**src/rtl/level_controller.sv**
```systemverilog
// level_controller
// Level-coding sequencer for a CAVLC 4x4 block. Scans the coefficient BRAM
// in reverse zig-zag order, skips the trailing ones, computes levelCode for
// each remaining non-zero coefficient, tracks suffixLength and drives the
// level_prefix / level_suffix encoders through start/finish handshakes.
//
// Ports
//   clk, rst            clock (rising edge), async active-high reset
//   start_levels        one-cycle start; NZQ (TotalCoeff) and T1s valid with it
//   prefix_finish       prefix encoder done (level)
//   suffix_finish       suffix encoder done (level)
//   mb_bram_data        signed coefficient at mb_bram_address (combinational read)
//   finish_levels       one-cycle completion pulse
//   output_mux          bitstream source select, 0 = prefix, 1 = suffix
//   prefix_start(_out)  prefix encoder compute / shift-out pulses
//   suffix_start(_out)  suffix encoder compute / shift-out pulses
//   mb_bram_en          BRAM read enable, high while scanning
//   mb_bram_address     zig-zag coefficient index
//   suffix_len          current suffixLength (0..6)
//   level_code          levelCode of the current coefficient
//
// state     | meaning
// ----------+------------------------------------------------------------
// IDLE      | wait for start_levels
// SCAN      | examine one coefficient per cycle, skip zeros/trailing ones
// CALC      | compute level_code from the latched coefficient
// PRE       | pulse prefix_start
// PRE_W     | wait for prefix_finish
// PRE_OUT   | pulse prefix_start_out, select prefix bits
// PRE_OUT_W | wait for prefix_finish
// SUF       | pulse suffix_start
// SUF_W     | wait for suffix_finish
// SUF_OUT   | pulse suffix_start_out, select suffix bits
// SUF_OUT_W | wait for suffix_finish
// UPDATE    | adapt suffix_len, count the level, continue or finish
// DONE      | raise finish_levels (registered, seen the following cycle)

module level_controller #(
    parameter int DATA_WIDTH  = 9,
    parameter int STATE_WIDTH = 4,
    parameter int NZQ_WIDTH   = 5
) (
    input  logic                         clk,
    input  logic                         rst,
    input  logic                         start_levels,
    input  logic [NZQ_WIDTH-1:0]         NZQ,
    input  logic [1:0]                   T1s,
    input  logic                         prefix_finish,
    input  logic                         suffix_finish,
    input  logic signed [DATA_WIDTH-1:0] mb_bram_data,
    output logic                         finish_levels,
    output logic                         output_mux,
    output logic                         prefix_start,
    output logic                         prefix_start_out,
    output logic                         suffix_start,
    output logic                         suffix_start_out,
    output logic                         mb_bram_en,
    output logic [3:0]                   mb_bram_address,
    output logic [2:0]                   suffix_len,
    output logic signed [DATA_WIDTH:0]   level_code
);

    localparam int CW = DATA_WIDTH + 2;

    typedef enum logic [STATE_WIDTH-1:0] {
        S_IDLE      = 4'd0,
        S_SCAN      = 4'd1,
        S_CALC      = 4'd2,
        S_PRE       = 4'd3,
        S_PRE_W     = 4'd4,
        S_PRE_OUT   = 4'd5,
        S_PRE_OUT_W = 4'd6,
        S_SUF       = 4'd7,
        S_SUF_W     = 4'd8,
        S_SUF_OUT   = 4'd9,
        S_SUF_OUT_W = 4'd10,
        S_UPDATE    = 4'd11,
        S_DONE      = 4'd12
    } state_t;

    state_t                  state_q, state_d;
    logic [NZQ_WIDTH-1:0]    nzq_q;
    logic [1:0]              t1s_q;
    logic [1:0]              skip_q;
    logic [NZQ_WIDTH-1:0]    enc_q;
    logic [3:0]              addr_q;
    logic signed [DATA_WIDTH-1:0] coeff_q;
    logic signed [DATA_WIDTH:0]   level_code_q;
    logic [2:0]              suffix_len_q;
    logic                    mux_q;
    logic                    finish_q;

    // combinational datapath
    logic                    scan_hit;
    logic                    last_level;
    logic [NZQ_WIDTH-1:0]    enc_inc;
    logic signed [CW-1:0]    c_ext;
    logic signed [CW-1:0]    two_c;
    logic signed [CW-1:0]    lc_full;
    logic signed [CW-1:0]    neg_c;
    logic [DATA_WIDTH:0]     mag;
    logic [DATA_WIDTH:0]     thresh;
    logic [2:0]              sl_bump;
    logic [2:0]              sl_next;

    // A non-zero word is a level only once all trailing ones have been skipped.
    assign scan_hit   = (mb_bram_data != '0) && (skip_q >= t1s_q);
    assign enc_inc    = enc_q + NZQ_WIDTH'(1);
    assign last_level = ((NZQ_WIDTH'(t1s_q) + enc_inc) == nzq_q);

    always_comb begin
        c_ext   = CW'(coeff_q);
        two_c   = c_ext <<< 1;
        neg_c   = -c_ext;
        lc_full = '0;
        if (c_ext > 0) begin
            lc_full = two_c - CW'(2);
        end else begin
            lc_full = -two_c - CW'(1);
        end
        // First coded level after fewer than three trailing ones cannot be +-1.
        if (enc_q == '0 && t1s_q != 2'd3) begin
            lc_full = lc_full - CW'(2);
        end
        mag     = coeff_q[DATA_WIDTH-1] ? neg_c[DATA_WIDTH:0] : c_ext[DATA_WIDTH:0];
        sl_bump = (suffix_len_q == 3'd0) ? 3'd1 : suffix_len_q;
        thresh  = (DATA_WIDTH+1)'(3) << (sl_bump - 3'd1);
        sl_next = sl_bump;
        if (mag > thresh && sl_bump < 3'd6) begin
            sl_next = sl_bump + 3'd1;
        end
    end

    always_ff @(posedge clk or posedge rst) begin
        if (rst) begin
            state_q <= S_IDLE;
        end else begin
            state_q <= state_d;
        end
    end

    always_comb begin
        state_d = state_q;
        case (state_q)
            S_IDLE: begin
                if (start_levels) begin
                    state_d = (NZQ == NZQ_WIDTH'(T1s)) ? S_DONE : S_SCAN;
                end
            end
            S_SCAN: begin
                if (scan_hit) begin
                    state_d = S_CALC;
                end else if (addr_q == 4'd0) begin
                    state_d = S_DONE;
                end
            end
            S_CALC:      state_d = S_PRE;
            S_PRE:       state_d = S_PRE_W;
            S_PRE_W:     if (prefix_finish) state_d = S_PRE_OUT;
            S_PRE_OUT:   state_d = S_PRE_OUT_W;
            S_PRE_OUT_W: if (prefix_finish) state_d = S_SUF;
            S_SUF:       state_d = S_SUF_W;
            S_SUF_W:     if (suffix_finish) state_d = S_SUF_OUT;
            S_SUF_OUT:   state_d = S_SUF_OUT_W;
            S_SUF_OUT_W: if (suffix_finish) state_d = S_UPDATE;
            S_UPDATE: begin
                state_d = (last_level || addr_q == 4'd0) ? S_DONE : S_SCAN;
            end
            S_DONE:      state_d = S_IDLE;
            default:     state_d = S_IDLE;
        endcase
    end

    always_ff @(posedge clk or posedge rst) begin
        if (rst) begin
            nzq_q        <= '0;
            t1s_q        <= '0;
            skip_q       <= '0;
            enc_q        <= '0;
            addr_q       <= 4'd15;
            coeff_q      <= '0;
            level_code_q <= '0;
            suffix_len_q <= '0;
            mux_q        <= 1'b0;
            finish_q     <= 1'b0;
        end else begin
            finish_q <= (state_q == S_DONE);
            case (state_q)
                S_IDLE: begin
                    if (start_levels) begin
                        nzq_q        <= NZQ;
                        t1s_q        <= T1s;
                        suffix_len_q <= (NZQ > NZQ_WIDTH'(10) && T1s != 2'd3) ? 3'd1 : 3'd0;
                        addr_q       <= 4'd15;
                        skip_q       <= '0;
                        enc_q        <= '0;
                    end
                end
                S_SCAN: begin
                    if (scan_hit) begin
                        coeff_q <= mb_bram_data;
                    end else begin
                        if (mb_bram_data != '0) begin
                            skip_q <= skip_q + 2'd1;
                        end
                        if (addr_q != 4'd0) begin
                            addr_q <= addr_q - 4'd1;
                        end
                    end
                end
                S_CALC:    level_code_q <= lc_full[DATA_WIDTH:0];
                S_PRE_OUT: mux_q <= 1'b0;
                S_SUF_OUT: mux_q <= 1'b1;
                S_UPDATE: begin
                    suffix_len_q <= sl_next;
                    enc_q        <= enc_inc;
                    if (!last_level && addr_q != 4'd0) begin
                        addr_q <= addr_q - 4'd1;
                    end
                end
                default: ;
            endcase
        end
    end

    assign finish_levels    = finish_q;
    assign output_mux       = (state_q == S_PRE_OUT) ? 1'b0 :
                              (state_q == S_SUF_OUT) ? 1'b1 : mux_q;
    assign prefix_start     = (state_q == S_PRE);
    assign prefix_start_out = (state_q == S_PRE_OUT);
    assign suffix_start     = (state_q == S_SUF);
    assign suffix_start_out = (state_q == S_SUF_OUT);
    assign mb_bram_en       = (state_q == S_SCAN);
    assign mb_bram_address  = addr_q;
    assign suffix_len       = suffix_len_q;
    assign level_code       = level_code_q;

endmodule

```
**config.mk**
```make
export PLATFORM = sky130hd
export DESIGN_NAME = level_controller
export DESIGN_NICKNAME = d
export VERILOG_FILES = /design/src/rtl/level_controller.sv
export SDC_FILE = /design/constraint.sdc
export NUM_CORES = 1
export LEC_CHECK = 0
export CORE_ASPECT_RATIO = 0.75
export CORE_MARGIN = 1.5
export CORE_UTILIZATION = 40
export CTS_BUF_LIST = sky130_fd_sc_hd__clkbuf_8
export DETAILED_ROUTE_END_ITERATION = 6
export PLACE_DENSITY_LB_ADDON = 0.3
export SYNTH_ARGS = -nofsm -noshare
export SYNTH_HDL_FRONTEND = slang
export SYNTH_SLANG_ARGS = --single-unit
```
**constraint.sdc**
```tcl
create_clock -name clk -period 2.52 [get_ports clk]
set_input_delay 0.252 -clock clk [delete_from_list [all_inputs] [get_ports clk]]
set_output_delay 0.252 -clock clk [all_outputs]
set_load 0.005 [all_outputs]
```
# After elaboration in Yosys (flattened, before gate mapping)
# Cells that the tools add are included.
[classes]
addsub = 11
magnitude_cmp = 5
n_eq_ne = 26
n_shift = 1
n_mux = 32
reduce_logical = 23
[op_table]
columns = ["op", "count"]
rows = [
  ["2-to-1 mux 4 bit", 13],
  ["case mux 4 bit (12 select lines)", 1],
  ["2-to-1 mux 10 bit", 3],
  ["== test 4 bit (second input constant)", 5],
  ["subtractor 10 x 3 -> 10 bit (second input constant)", 2],
  ["inequality test 2 bit (second input constant)", 9],
  ["== test 4 x 3 -> 1 bit (second input constant)", 4],
  ["case mux 4 bit (3 select lines)", 1],
  ["greater-than comparator 10 bit", 1],
  ["negator 10 bit", 1],
  ["negator 9 -> 10 bit", 1],
  ["case mux 5 bit (2 select lines)", 1],
  ["<< shifter 2 x 3 -> 10 bit (first input constant)", 1],
  ["subtractor 10 x 2 -> 10 bit (second input constant)", 1],
  ["greater-than comparator 9 x 1 -> 1 bit (second input constant)", 1],
  ["2-to-1 mux 3 bit", 3],
  ["nonzero test 9 bit", 1],
  ["== test 4 x 2 -> 1 bit (second input constant)", 2],
  ["logical NOT 4 bit", 2],
  ["2-to-1 mux 2 bit", 3],
  ["case mux 3 bit (2 select lines)", 1],
  ["AND reduction 2 bit", 3],
  ["AND reduction 6 bit", 1],
  ["nonzero test 2 bit", 3],
  ["other kinds (27)", 34],
]
[totals]
register_bits = 46
inputBits = 21
output_inout_bits = 24
wordCells = 109

# Logic depth before layout (Yosys ltp)
[logic_depth]
ltp_word = 8
ltp_mapped = 12
mapped_depth_nobuf = 12

# Worst setup path after synthesis
# No wires, ideal clock.
[synth_timing]
path_type = "reg2reg"
start = "reg coeff_q[8]"
end = "reg suffix_len_q[1] (netlist: suffix_len[1])"
setup_time_ps = 67
t_arrival_ps = 2728
t_required_ps = 2453
setup_slack_ps = -275
stages_incl_launch_ff = 13
n_path_buf = 3
period_less_slack_ps = 2795
path_cell_list = "dfrtp_1 clkbuf_1 clkbuf_1 buf_1 nand2_1 xnor2_1 ha_1 a21o_1 a21o_1 a211oi_1 o21ai_0 a311o_1 nand2_1"
[synth_via]
elab_chain_len = 6
[synth_rtl]
columns = ["element", "line", "rtl"]
rows = [
  ["start: declaration", "87", "logic signed [DATA_WIDTH-1:0] coeff_q;"],
  ["start signal: assignment", "201", "coeff_q <= mb_bram_data;"],
  ["negator 9 -> 10 bit", "114", "neg_c = -c_ext;"],
  ["2-to-1 mux 10 bit *", "125", "mag = coeff_q[DATA_WIDTH-1] ? neg_c[DATA_WIDTH:0] : c_ext[DATA_WIDTH:0];"],
  ["greater-than comparator 10 bit *", "129", "if (mag > thresh && sl_bump < 3'd6) begin"],
  ["logical AND 1 bit *", "129", ""],
  ["2-to-1 mux 3 bit *", "129", ""],
  ["case mux 3 bit (2 select lines) *", "188", "case (state_q)"],
  ["end signal: assignment", "193", "suffix_len_q <= (NZQ > NZQ_WIDTH'(10) && T1s != 2'd3) ? 3'd1 : 3'd0;"],
  ["end signal: assignment", "215", "suffix_len_q <= sl_next;"],
  ["end: declaration", "89", "logic [2:0] suffix_len_q;"],
]
# Mark *: on every way between the ends. The rest lies on a longest branch, timed or not.
# A chain may end at the register's enable or synchronous reset.

# Final worst setup path
[layout_timing]
start = "reg enc_q[0]"
end = "reg addr_q[3] (netlist: mb_bram_address[3])"
[layout_via]
elab_chain_len = 7
[layout_rtl]
columns = ["element", "line", "rtl"]
rows = [
  ["start: declaration", "85", "logic [NZQ_WIDTH-1:0] enc_q;"],
  ["start signal: assignment", "216", "enc_q <= enc_inc;"],
  ["adder 5 x 1 -> 5 bit", "108", "assign enc_inc = enc_q + NZQ_WIDTH'(1);"],
  ["adder 2 x 5 -> 5 bit", "109", "assign last_level = ((NZQ_WIDTH'(t1s_q) + enc_inc) == nzq_q);"],
  ["== test 5 bit", "109", ""],
  ["logical NOT 1 bit", "217", "if (!last_level && addr_q != 4'd0) begin"],
  ["logical AND 1 bit", "217", ""],
  ["inequality test 2 bit (no line)", "-", ""],
  ["AND reduction 5 bit (no line)", "-", ""],
  ["end signal: assignment", "207", "addr_q <= addr_q - 4'd1;"],
  ["end signal: assignment", "218", "addr_q <= addr_q - 4'd1;"],
  ["end: declaration", "86", "logic [3:0] addr_q;"],
]
# No other way between the ends.

==> flow_summary_export.csv <==
group,metric,value,unit
cts,cts.clk_slew.worst_paths,0.10,ns
sta,rsz0062_at_grt,"yes",
drt,ant_nets,0,
synthesis,syn_avg_cell_area,8.72,um2
cts,clk_latency,0.30,ns
drt,drc,0,
final_layout,drive_above_1_share,30.8,%
sta,fin_ws,-0.116,ns
setup_path,cp_data_arrival_time,2.89,ns
global_route,grt_max_degree,35,
floorplan,coreArea,8640,um2
placement,gp_congestion,0.858,
floorplan,rows,29,
sta,skew,0.0106,ns
synthesis,synth_edf_count,0,
setup_path,worstRegToRegCells,12,
cts,cts_tree,"yes",
final_layout,syn_to_final_growth,36.0,%
synthesis,synth-main-ff-cell,"dfrtp_1",
synthesis,synth-seq-cells,46,
power_and_ir_drop,peakVddDrop,506,uV
cts,cts_sinks,46,
sta,period_needed,2.64,ns
sta,whs,0.385,ns
synthesis,seq_area_frac_synth,31.8,%
drt,drt-pass1-iter-count,4,
setup_path,crit_type,"reg -> reg",
cts,root_buffer,"clkbuf_8",
status,outcome,"finished, violations left",
setup_path,crit_chain,"inv_2, ha_4, inv_4, fa_2, buf_6, xor2_2, xnor2_1, nand3_1, a311oi_4, buf_4, a31o_1, a22o_1",
sta,setup-violations-final,10,
sta,drv_slew,0,
cts,max-clock-path-buffers,2,
global_route,grt_util_all_layers,20.4,%
final_layout,final_cell_mix,"buf_4 (52), clkdlybuf4s50_1 (44), dfrtp_1 (40), nand2_1 (39), nor2_1 (24)",
drt,vias,3359,
power_and_ir_drop,leakage,2.01,nW
setup_path,reg2reg_from,"enc_q[0]",
final_layout,stdcell_count,608,
drt,drt-wirelength-per-cell,16.0,um
floorplan,fp.dieH,85.6,um
global_route,antenna_found_initial,0,
setup_path,cp_max_fo,4,
setup_path,cp-startpoint,"enc_q[0]",
setup_path,crit_required,2.77,ns
cts,cts-htree-levels,2,
floorplan,io_pins,45,
placement,dp_hpwl,7.35,mm
synthesis,syn_inst,417,
power_and_ir_drop,power.density,1400,nW/um2
sta,final.setup.tns,-0.517,ns
status,violations,"negative setup slack",
setup_path,path_buf_inv,4,
global_route,grt_pass1_wl,16.1,mm
global_route,grt_pass1_vias,3260,
cts,cts_made_buffers,5,
drt,vias_per_cell,5.52,
final_layout,diodes,0,
placement,port_buffers,44,
setup_path,crit_path_end_kind,"flop",
sta,slew_headroom,51.6,%
drt,dr.first_iter.drc_count,214,
floorplan,start_util,42.1,%
setup_path,start_kind,"flop",
global_route,grt_overflow,0,
setup_path,r2r_setup_slack,-0.12,ns
synthesis,ys_types,78,
drt,routed_wirelength,9.73,mm
final_layout,nets,542,
synthesis,synthArstFlopShare,100,%
setup_path,cp.depth,12,
job,max-cap-violations,0,
setup_path,slowest_stage,"dfrtp_1",
final_layout,final_common_cell,"buf_4",
sta,worst_pin_slew,0.724,ns
floorplan,die-area,9670,um2
synthesis,syn-cell-area,3630,um2
min_path,hold_class,"in -> async",
setup_path,cp_slowest_stage_delay,0.39,ns
synthesis,synthesis.nets,460,
sta,min_period_over_period,105,%
placement,place_inst,590,
synthesis,yosys_warnings,0,
sta,fmax,379,MHz
setup_path,path_delay_family,"adder cells",
sta,hold_viol,0,
final_layout,fin_util,57.2,%
floorplan,die_w,113,um
Yosys cell counts (5+ instances only):
cell type	instances	share of area [%]
a211oi_1	5	1.0
a21o_1	7	1.4
a21oi_1	18	2.5
a31oi_1	5	0.86
clkbuf_1	16	1.7
dfrtp_1	42	29
ha_1	21	7.2
inv_1	21	2.2
mux2_2	11	3.4
nand2_1	43	4.4
nand2b_1	13	2.2
nand3_1	18	2.5
nor2_1	27	2.8
nor3_1	16	2.2
o21ai_0	22	3.0
o21ai_1	9	1.2
xnor2_1	16	3.9
xor2_1	7	1.7
worst paths after layout:
| path | to |
|---|---|
| max | mb_bram_address[3] |
| max reg2reg | mb_bram_address[3] |
| min | level_code[0] |
| max in group asynchronous | coeff_q[3] |
| min in group clk | level_code[6] |
| min reg2reg | level_code[6] |
final cells by class:
class | count | area, um2
Fill cell | 723 | 3690
Multi-Input combinational cell | 326 | 2590
Sequential cell | 46 | 1160
Timing Repair Buffer | 98 | 853
Tap cell | 108 | 135
Inverter | 22 | 90.1
Clock buffer | 5 | 68.8
Clock inverter | 3 | 43.8
flip-flops by register name (all words and copies together), names as in the netlist:
register,count
mb_bram_address,4
finish_levels,1
mux_q,1
level_code,10
suffix_len,3
state_q,4
nzq_q,5
enc_q,5
t1s_q,2
skip_q,2
coeff_q,9
cell families after synthesis:
kind of cell             after synthesis  share of synthesized area (%)
flip-flops                            46                           31.8
AO/OA/AOI/OAI                        104                           20.7
adder cells (fa/ha/maj)               22                           7.78
multiplexers                          16                           4.92
AND/OR/NAND/NOR                      160                           23.6
XOR/XNOR                              24                           5.99
buffers and inverters                 45                           5.20
routing by layer:
layer / vias to the layer above / track usage [%] / wire (um)
met1: 1610 / 29.9 / 4760
li1: 1655 / - / -
met3: 13 / 2.69 / 428
met5: - / 0 / 0
met2: 81 / 32.3 / 4410
met4: 0 / 4.77 / 134
where the power goes:
group | switching (mW) | leakage (nW) | internal [mW]
clock network | 0.271 | 0.0585 | 0.298
registers | 0.338 | 0.566 | 1.07
logic | 2.45 | 1.39 | 2.47
total | 3.06 | 2.01 | 3.84
what timing repair did:
action,4_1_cts,5_1_grt
resized for setup,23,34
setup buffers,2,8
pin swaps,13,18
endpoints found under the setup margin,9,10
hold buffers,0,0
per-stage QoR:
| stage | power, mW | setup slack, ns | cell area [um2] |
|---|---|---|---|
| 6_report | 6.90 | -0.116 | 4940 |
| 5_1_grt | 7.46 | -0.203 | 4940 |
| 4_1_cts | 6.46 | 0.00182 | 4730 |
| 3_5_place_dp | 5.58 | -0.105 | 4490 |
| 3_3_place_gp | 5.43 | -0.0197 | 4490 |
| 2_1_floorplan | 4.17 | 0.0108 | 3700 |
Power figures use the tool's default switching activity.
